==> src/rtl/tx_port_scheduler.sv <==
// tx_port_scheduler: round-robin sharing of one serial transmitter among
// NUM_REQ requesters. A winner's flit is latched, strobed out for one cycle,
// then the transmitter's TX_Ready is tracked until the frame is done.
module tx_port_scheduler #(
  parameter int NUM_REQ      = 4,
  parameter int DATA_W       = 55,
  parameter int BUSY_TIMEOUT = 16,
  parameter int GAP_CYCLES   = 2
) (
  input  logic                       Clk_S,
  input  logic                       Rst,
  input  logic [NUM_REQ-1:0]         Req_Valid,
  input  logic [NUM_REQ*DATA_W-1:0]  Req_Data,
  output logic [NUM_REQ-1:0]         Req_Ack,
  input  logic                       TX_Ready,
  output logic [DATA_W-1:0]          TX_Data,
  output logic                       TX_Data_Valid,
  output logic                       Busy,
  output logic [$clog2(NUM_REQ)-1:0] Last_Grant,
  output logic                       Timeout_Err,
  input  logic                       Err_Clr
);
  localparam int IW = $clog2(NUM_REQ);
  localparam int BW = $clog2(BUSY_TIMEOUT);
  localparam logic [BW-1:0] BUSY_LAST = BW'(BUSY_TIMEOUT - 1);
  localparam logic [3:0]    GAP_LOAD  = 4'(GAP_CYCLES);

  typedef enum logic [1:0] {S_IDLE, S_ISSUE, S_WAIT_BUSY, S_WAIT_DONE} state_t;

  state_t            state_q, state_d;
  logic [IW-1:0]     rr_q, rr_d;
  logic [IW-1:0]     grant_q, grant_d;
  logic [BW-1:0]     busy_cnt_q, busy_cnt_d;
  logic [3:0]        gap_q, gap_d;
  logic [DATA_W-1:0] data_q, data_d;
  logic              err_q, err_d;

  logic [IW-1:0]     win_idx, lo_idx, hi_idx;
  logic              hi_found;
  logic [DATA_W-1:0] win_data;
  logic              issue_en;

  // Round-robin pick: lowest requester at/above the pointer, else lowest overall.
  always_comb begin
    hi_found = 1'b0;
    lo_idx   = '0;
    hi_idx   = '0;
    for (int i = NUM_REQ - 1; i >= 0; i--) begin
      if (Req_Valid[i]) lo_idx = IW'(i);
      if (Req_Valid[i] && (IW'(i) >= rr_q)) begin
        hi_found = 1'b1;
        hi_idx   = IW'(i);
      end
    end
    win_idx  = hi_found ? hi_idx : lo_idx;
    win_data = '0;
    for (int i = 0; i < NUM_REQ; i++)
      if (IW'(i) == win_idx) win_data = Req_Data[i*DATA_W +: DATA_W];
  end

  // A grant happens in IDLE once the gap has drained and the transmitter is ready.
  always_comb begin
    issue_en = (state_q == S_IDLE) && TX_Ready && (gap_q == 4'd0) && (|Req_Valid);
    Req_Ack  = issue_en ? (NUM_REQ'(1) << win_idx) : '0;
  end

  // Next-state logic; a timeout in the same cycle as Err_Clr leaves the error set.
  always_comb begin
    state_d    = state_q;
    rr_d       = rr_q;
    grant_d    = grant_q;
    busy_cnt_d = busy_cnt_q;
    gap_d      = gap_q;
    data_d     = data_q;
    err_d      = err_q;
    if (Err_Clr) err_d = 1'b0;
    case (state_q)
      S_IDLE: begin
        if (gap_q != 4'd0) begin
          gap_d = gap_q - 4'd1;
        end else if (issue_en) begin
          data_d  = win_data;
          grant_d = win_idx;
          rr_d    = (win_idx == IW'(NUM_REQ - 1)) ? '0 : win_idx + IW'(1);
          state_d = S_ISSUE;
        end
      end
      S_ISSUE: begin
        busy_cnt_d = '0;
        state_d    = S_WAIT_BUSY;
      end
      S_WAIT_BUSY: begin
        if (!TX_Ready) begin
          state_d = S_WAIT_DONE;
        end else if (busy_cnt_q == BUSY_LAST) begin
          // transmitter never took the frame: drop it and flag
          err_d   = 1'b1;
          gap_d   = GAP_LOAD;
          state_d = S_IDLE;
        end else begin
          busy_cnt_d = busy_cnt_q + BW'(1);
        end
      end
      S_WAIT_DONE: begin
        if (TX_Ready) begin
          gap_d   = GAP_LOAD;
          state_d = S_IDLE;
        end
      end
      default: state_d = S_IDLE;
    endcase
  end

  // State registers with synchronous reset.
  always_ff @(posedge Clk_S) begin
    if (Rst) begin
      state_q    <= S_IDLE;
      rr_q       <= '0;
      grant_q    <= '0;
      busy_cnt_q <= '0;
      gap_q      <= '0;
      data_q     <= '0;
      err_q      <= 1'b0;
    end else begin
      state_q    <= state_d;
      rr_q       <= rr_d;
      grant_q    <= grant_d;
      busy_cnt_q <= busy_cnt_d;
      gap_q      <= gap_d;
      data_q     <= data_d;
      err_q      <= err_d;
    end
  end

  assign TX_Data       = data_q;
  assign TX_Data_Valid = (state_q == S_ISSUE);
  assign Busy          = (state_q != S_IDLE);
  assign Last_Grant    = grant_q;
  assign Timeout_Err   = err_q;

endmodule

==> config.mk <==
export PLATFORM = sky130hd
export DESIGN_NAME = tx_port_scheduler
export DESIGN_NICKNAME = d
export VERILOG_FILES = /design/src/rtl/tx_port_scheduler.sv
export SDC_FILE = /design/constraint.sdc
export NUM_CORES = 1
export LEC_CHECK = 0
export ABC_CLOCK_PERIOD_IN_PS = 8300
export CORE_AREA = 2 2 114 116
export DETAILED_ROUTE_END_ITERATION = 8
export DIE_AREA = 0 0 116 118
export PLACE_DENSITY = 0.77
export REMOVE_ABC_BUFFERS = 1
export SLEW_MARGIN = 20
export SYNTH_ARGS = -nofsm -noshare
export SYNTH_HDL_FRONTEND = slang
export SYNTH_SLANG_ARGS = --single-unit
==> constraint.sdc <==
create_clock -name Clk_S -period 8.3 [get_ports Clk_S]
set_clock_uncertainty 0.2 [all_clocks]
set_input_delay 1.66 -clock Clk_S [delete_from_list [all_inputs] [get_ports Clk_S]]
set_output_delay 1.66 -clock Clk_S [all_outputs]
set_load 0.05 [all_outputs]
# == Word-level counts from Yosys, hierarchy flattened ==
# Cells that the tools add are included.
# classes
n_addsub,3
order_cmp,4
n_eq_ne,16
shifts,1
muxes,37
bitwise,1
reduce_logical,19
# ops
op,n
two-way mux 55 bit,4
two-way mux 2 bit,15
two-way mux 4 bit,7
!= test 2 bit (second input constant),6
one-hot mux 4 bit (3 select lines),1
two-way mux 1 bit,8
one-hot mux 2 bit (4 select lines),1
one-hot mux 4 bit (2 select lines),1
logical AND 1 bit,7
equality test 2 bit (second input constant),3
AND reduction 3 bit,2
AND reduction 5 bit,1
adder 4 x 1 -> 4 bit (second input constant),1
equality test 2 bit (first input constant),2
equality test 4 bit (second input constant),1
>= comparator 1 x 2 -> 1 bit (first input constant),2
>= comparator 2 bit (first input constant),2
zero test 2 bit,2
zero test 4 bit,1
AND reduction 4 bit,1
nonzero test 2 bit,2
nonzero test 4 bit,1
OR reduction 4 bit,1
<< shifter 1 x 2 -> 4 bit (first input constant),1
other kinds (8),8
# totals
ff_bits,70
out_inout_bits,64
elab_cells,88

# == Longest topological paths before layout ==
# Gate-level depths: netlist of the first run.
# logic_depth
depth_word,12
mapped_depth,12
depth_no_buf,9

# == Least setup slack after synthesis of the first run ==
# Ideal clock, no wire load.
# synth_path
path_kind,input to output
startpoint,input TX_Ready
endpoint,output Req_Ack[1]
arrival_time_ps,3385
setup_slack_ps,3055
cell_stages,5
n_path_buf,2
path_cell_list,or3b_1 -> or3_1 -> buf_6 -> clkbuf_1 -> nor2_1
# synth_between
elab_chain_len,4
# synth_rtl
item,line,rtl
"start, declared",15,"input logic TX_Ready,"
logical AND 1 bit (3 in series),63,issue_en = (state_q == S_IDLE) && TX_Ready && (gap_q == 4'd0) && (|Req_Valid);
two-way mux 4 bit,64,Req_Ack = issue_en ? (NUM_REQ'(1) << win_idx) : '0;
"end, declared",14,"output logic [NUM_REQ-1:0] Req_Ack,"
# No other way between the ends.

# == Worst setup path after layout of the first run ==
# Ends and elaborated chain as after synthesis.

==> metrics, run 1 <==
Startpoint Class=primary input; Slew Viols, Final=0; number of global-route vias before repair=5,165; Slowest-stage cell, CP=clkdlybuf4s50_1; I/O Buffers=291; FMAX=between 150 and 200 MHz; synth warn=0; Worst path max stage delay=840 ps; status=completed; GP Congestion=between 0.8 and 0.9; largest net degree at the start of global routing=73; highest-count cells in the layout ignoring fill and taps=clkdlybuf4s50_1 (290), nand2_1 (117), dfxtp_1 (70); area of the multi-input gates=approximately 0.0024 mm²; DRT antenna net count=0; cell taking the most area after synthesis=dfxtp_1; vias=approximately 5.3k; Num CTS Buffers=9; clk sinks=70; pwr dens=~250 mW/mm²; final setup violating endpoints=0; DP Wirelength=12,600 µm; ant diodes=0; Post-Synth Simple-Gate Area=about 23%; post-cts resize count=0; DRC violations left=0; Area Overhead vs Synth=80.3%; worst vdd ir=around 0.2 mV; Rel. slew slack=24.5%; vias per cell=between 5 and 6; Top Family by Delay on Critical Path=buffers and inverters; CTS Hold Buffers Added=0; share of the synthesized area in the top cell type=about a third; num rows=a little over 40; crit path DAT=~4200 ps; Die X=116 µm; Netlist cell types=36; root buf cell=clkbuf_16; endpoints failing hold=0; crit-path max FO=61; cells along the critical path=clkdlybuf4s50_1, or3b_1, or3_4, nor2_1, clkdlybuf4s50_1; Seq/Total Area, Yosys=between 30% and 40%; RSZ-0062 raised after global routing=false; DRT Pass-1 Iters=5; most common cell after layout, fill and taps aside=clkdlybuf4s50_1; IO Count=roughly 290; Die H=roughly 120 µm; Die Footprint=about 0.014 mm²; crit end category=output pin; fraction of synthesized area in multiplexers=less than 1%; Max Root-Sink Buffers=2; leak pwr=approximately 2.5 nW; Fin Setup TNS=0 ps; H-tree depth=3; xor and xnor area share after synthesis=0.427%; initial antenna violation count=0; Least-Margin Pin Slew=around 1100 ps; total track usage=approximately a quarter; Initial Util=33.0%; CTS tree=built; worst hold path type=reg -> reg; core area=between 0.01 and 0.015 mm²; layout net count=1,038; cells after synthesis=~550; Crit path required time=between 6000 and 7000 ps; Final Util=59.6%; adder-cell share of the synthesized area=~2.1%; 1st-iter DRT viols=400; r2r setup slk=between 4000 and 5000 ps; final WL=17,200 µm; Routed WL per cell=17.5 µm; synthesized cell area=slightly above 0.004 mm²; Max-cap violations=0; largest family of logic cells by synthesized area=compound AO/OA/AOI/OAI gates; Skew-Pair Late Insertion Delay=approximately 320 ps; post-synthesis compound-gate area fraction=between 30% and 40%; Most common cell on crit path=clkdlybuf4s50_1; global-route wire length before repair=between 20,000 and 30,000 µm; layout cells sized above 1=3.96%; CP bufs+invs=2; min cycle time layout=6090 ps; critical path class=in -> out; Setup Fix Bufs, Post-CTS=0; crit share post-route=about three quarters; Synth area leaders=dfxtp_1 (34%), a311o_1 (13%), nand2_1 (11%), o22ai_1 (8.5%), a21oi_1 (7.9%); Fillers=about 1.1k; Storage cell area=0.00140 mm²; Overall Power=~0.0019 W; Reg clk slew, reported paths=around 50 ps; Syn Area/Cell=around 7.4 µm²; GRT overflow=0; Yosys reg bits=70
==> cell families after synthesis <==
| kind of cell | after synthesis |
|---|---|
| adder cells (fa/ha/maj) | 7 |
| multiplexers | 3 |
| buffers and inverters | 69 |
| AO/OA/AOI/OAI | 189 |
| flip-flops | 70 |
| XOR/XNOR | 2 |
| AND/OR/NAND/NOR | 211 |
==> stage by stage <==
| stage | cell area, µm² | hold WS (ps) | std cells | setup WS, ps |
|---|---|---|---|---|
| 2_1_floorplan | 3830 | 255 | 494 | 1770 |
| 3_3_place_gp | 7020 | 242 | 963 | 2210 |
| 4_1_cts | 7390 | 254 | 980 | 2190 |
| 3_5_place_dp | 7050 | 246 | 964 | 2190 |
| 6_report | 7390 | 250 | 980 | 2210 |
| 5_1_grt | 7390 | 270 | 980 | 2080 |
==> cell usage after synthesis, drive strengths merged <==
cell type	number
nand2	117
dfxtp	70
a21oi	65
nand3	56
o22ai	56
a311o	54
clkbuf	49
inv	12
nor2	11
buf	8
ha	7
nor3	7
nand2b	5
mux2i	3
nor2b	3
o21a	3
and2	2
nand3b	2
nor3b	2
o21ai	2
o221ai	2
or3	2
or3b	2
xnor2	2
a2111oi	1
a211oi	1
a21o	1
a41oi	1
and3	1
nor4	1
o2111ai	1
o211ai	1
o31ai	1
==> layout make-up <==
| type | instances | area share [%] |
|---|---|---|
| clock buffers | 12 | 3.60 |
| clock inverters | 4 | 1.03 |
| inverters | 12 | 0.609 |
| multi-input cells | 412 | 32.6 |
| flip-flops and latches | 70 | 19.0 |
| well taps | 172 | 2.91 |
| repair buffers | 298 | 40.3 |
==> tightest hold or removal path, stage by stage (launching register included) <==
cell and delay [ps]:
dfxtp_1 300, nand2_1 50, a21oi_1 50
==> layer usage <==
| metal | routed length, µm | GRT usage, % | part of all wire [%] | up-vias |
|---|---|---|---|---|
| li1 | - | - | - | 2543 |
| met4 | 415 | 8.33 | 2.4 | 0 |
| met1 | 6580 | 26.8 | 38 | 2450 |
| met5 | 0 | 0 | 0 | - |
| met2 | 8670 | 42.7 | 50 | 244 |
| met3 | 1530 | 5.30 | 8.9 | 29 |
==> registers in the layout (all words and copies together) (netlist names) <==
| register | flops |
|---|---|
| Last_Grant | 2 |
| TX_Data | 55 |
| Timeout_Err | 1 |
| busy_cnt_q | 4 |
| gap_q | 4 |
| rr_q | 2 |
| state_q | 2 |
==> power by group <==
group / switching (W) / leakage [nW] / internal (W) / total [W]
clock network: 0.000140 / 0.165 / 0.000289 / 0.000428
logic: 0.000618 / 1.80 / 0.000369 / 0.000987
registers: 0.0000427 / 0.569 / 0.000407 / 0.000450
==> path summary, 6_finish.rpt <==
| kind | start | cells past startpoint | endpoint |
|---|---|---|---|
| worst max register to register | rr_q[1]$_SDFFE_PP0P_ | 9 | TX_Data[46]$_SDFFE_PP0P_ |
| worst max-delay path | TX_Ready | 5 | Req_Ack[1] |
| worst min register to register | TX_Data[9]$_SDFFE_PP0P_ | 2 | TX_Data[9]$_SDFFE_PP0P_ |
| worst min-delay path | TX_Data[9]$_SDFFE_PP0P_ | 2 | TX_Data[9]$_SDFFE_PP0P_ |
Power figures use the tool's default switching activity.
==> inputs of run 2 (changes only) <==
--- a/config.mk
+++ b/config.mk
@@ -5,11 +5,11 @@
 export SDC_FILE = /design/constraint.sdc
 export NUM_CORES = 1
 export LEC_CHECK = 0
-export ABC_CLOCK_PERIOD_IN_PS = 8300
-export CORE_AREA = 2 2 114 116
+export ABC_CLOCK_PERIOD_IN_PS = 5600
+export CORE_MARGIN = 2
+export CORE_UTILIZATION = 32
 export DETAILED_ROUTE_END_ITERATION = 8
-export DIE_AREA = 0 0 116 118
-export PLACE_DENSITY = 0.77
+export PLACE_DENSITY = 0.78
 export REMOVE_ABC_BUFFERS = 1
 export SLEW_MARGIN = 20
 export SYNTH_ARGS = -nofsm -noshare
==> constraint.sdc (replaced) <==
create_clock -name Clk_S -period 5.6 [get_ports Clk_S]
set_clock_uncertainty 0.2 [all_clocks]
set_input_delay 1.12 -clock Clk_S [delete_from_list [all_inputs] [get_ports Clk_S]]
set_output_delay 1.12 -clock Clk_S [all_outputs]
set_load 0.05 [all_outputs]
==> run 2 against run 1 <==
Effect of this change:
- worst hold slack better by 0.65 ps
- utilization decreased by 0.81 points
- clock power increased by 39%
==> metrics, run 2 (synthesis gave the netlist of run 1 again) <==
Fin Setup TNS=0 ps (unchanged); DRT Pass-1 Iters=5 (unchanged); pwr dens=370 mW/mm² (+47%); core area=0.0126 mm² (+1.2%); total track usage=23.5% (-0.13 points); GP Congestion=0.792 (-4.6%); Psw=0.00119 W (+49%); Rel. slew slack=26.2% (+1.7 points); GRT overflow=0 (unchanged); CTS Hold Buffers Added=0 (unchanged); clock share of power=21.8% (-1.2 points); Area Overhead vs Synth=80.0%; worst vdd ir=0.268 mV (+34%); fin worst setup slack=675 ps (-1530 ps); Die X=117 µm (+1.0%); crit-path max FO=5 (-92%); Startpoint Class=primary input; global-route wire length before repair=25,400 µm (-2.7%); busiest grt layer=met2; vias per cell=5.45 (+1.4%); worst hold path type=reg -> reg; most common cell after layout, fill and taps aside=clkdlybuf4s50_1; Routed WL per cell=17.9 µm (+2.2%); clk sinks=70 (unchanged); Sequential Power Share=24.4% (+0.3 points); initial antenna violation count=0 (unchanged); layout net count=1,041 (+0.29%); IO Count=292 (unchanged); critical path class=in -> out; layout cells sized above 1=4.44% (+0.48 points); Skew-Pair Late Insertion Delay=320 ps (about the same); FMAX=between 200 and 250 MHz; Num CTS Buffers=9 (unchanged); min cycle time layout=4930 ps; Reg clk slew, reported paths=50 ps (about the same); leak pwr=2.54 nW (+0.20%); DRC violations left=0 (unchanged); switch share=43.6% (+0.65 points); Setup Slack @ Placement=676 ps (-1520 ps); Slew Viols, Final=0 (unchanged); endpoints failing hold=0 (unchanged); final WL=17,600 µm (+2.6%); Crit path required time=4280 ps (-2160 ps); r2r setup slk=2110 ps (-2770 ps); cell-internal power=0.00154 W (+45%); highest-count cells in the layout ignoring fill and taps=clkdlybuf4s50_1 (289), nand2_1 (117), dfxtp_1 (70); num rows=41 (unchanged); I/O Buffers=291 (unchanged); RSZ-0062 raised after global routing=false; vias=5,356 (+1.7%); 1st-iter DRT viols=330 (-18%); Largest register FFs=55 (unchanged); DRT antenna net count=0 (unchanged); Fillers=1,144 (unchanged); post-cts resize count=0 (unchanged); Die H=117 µm (-0.67%); crit path DAT=3610 ps (-620 ps); largest net degree at the start of global routing=73 (unchanged); GR Util met1=26.1% (-0.74 points); Max-cap violations=0 (unchanged); Setup Fix Bufs, Post-CTS=0 (unchanged); crit share post-route=between 80% and 90%; number of global-route vias before repair=5,172 (+0.14%); status=completed; CTS tree=built; Comb pwr share=53.8% (+0.9 points); ant diodes=0 (unchanged); H-tree depth=3 (unchanged); crit end category=output pin; root buf cell=clkbuf_16; Initial Util=32.6% (-0.40 points); final setup violating endpoints=0 (unchanged); Max Root-Sink Buffers=2 (unchanged); Die Footprint=0.0137 mm² (+0.37%); Least-Margin Pin Slew=1110 ps (-25.6 ps); M3 GR Usage=5.05% (-0.26 points); Final Util=58.7% (-0.81 points); DP Wirelength=12,600 µm (+0.11%); final hold slack=251 ps (+0.645 ps); met2 Track Usage GR=43.2% (+0.53 points)
## run 2: layout make-up
| cell class | count | area [µm²] | share of cell area (%) |
|---|---|---|---|
| clock buffers | 13 | 280 | 3.80 |
| flip-flops and latches | 70 | 1400 | 19.0 |
| clock inverters | 3 | 40.0 | 0.542 |
| well taps | 172 | 215 | 2.91 |
| inverters | 12 | 45.0 | 0.610 |
| multi-input cells | 412 | 2410 | 32.6 |
| repair buffers | 301 | 2990 | 40.5 |
## run 2: power groups by stage
stage                     Combinational [W]  Clock [W]  Sequential [W]
final                               0.00147   0.000597        0.000667
after global routing                0.00156   0.000629        0.000681
after CTS                           0.00147   0.000610        0.000666
after detailed placement            0.00146          0        0.000675
after global placement              0.00143          0        0.000669
after floorplan                    0.000594          0        0.000958
## run 2: worst max-delay path, cell delays in order
cell             delay (ps)
clkdlybuf4s50_1         470
nand2b_1                120
a21o_1                  120
o221ai_1                240
inv_1                   170
ha_1                    280
inv_2                    50
nor2_1                  130
clkdlybuf4s50_1         900
## run 2: worst paths after layout
kind,cells past startpoint,endpoint,from
max,9,Req_Ack[3],Req_Valid[2]
min,2,TX_Data[27]$_SDFFE_PP0P_,TX_Data[27]$_SDFFE_PP0P_
max reg2reg,10,TX_Data[4]$_SDFFE_PP0P_,rr_q[1]$_SDFFE_PP0P_
min reg2reg,2,TX_Data[27]$_SDFFE_PP0P_,TX_Data[27]$_SDFFE_PP0P_
## run 2: metal layers
layer	wire [µm]	share of wire (%)
met2	8990	51
met1	6750	38
met3	1470	8.3
met5	0	0
met4	420	2.4
## run 2: stage by stage
| stage | instances | power, W | cell area (µm²) |
|---|---|---|---|
| CTS | 983 | 0.00274 | 7380 |
| detailed placement | 967 | 0.00214 | 7060 |
| global placement | 967 | 0.00210 | 7060 |
| global route | 983 | 0.00287 | 7380 |
| floorplan | 494 | 0.00155 | 3830 |
| finish | 983 | 0.00274 | 7380 |
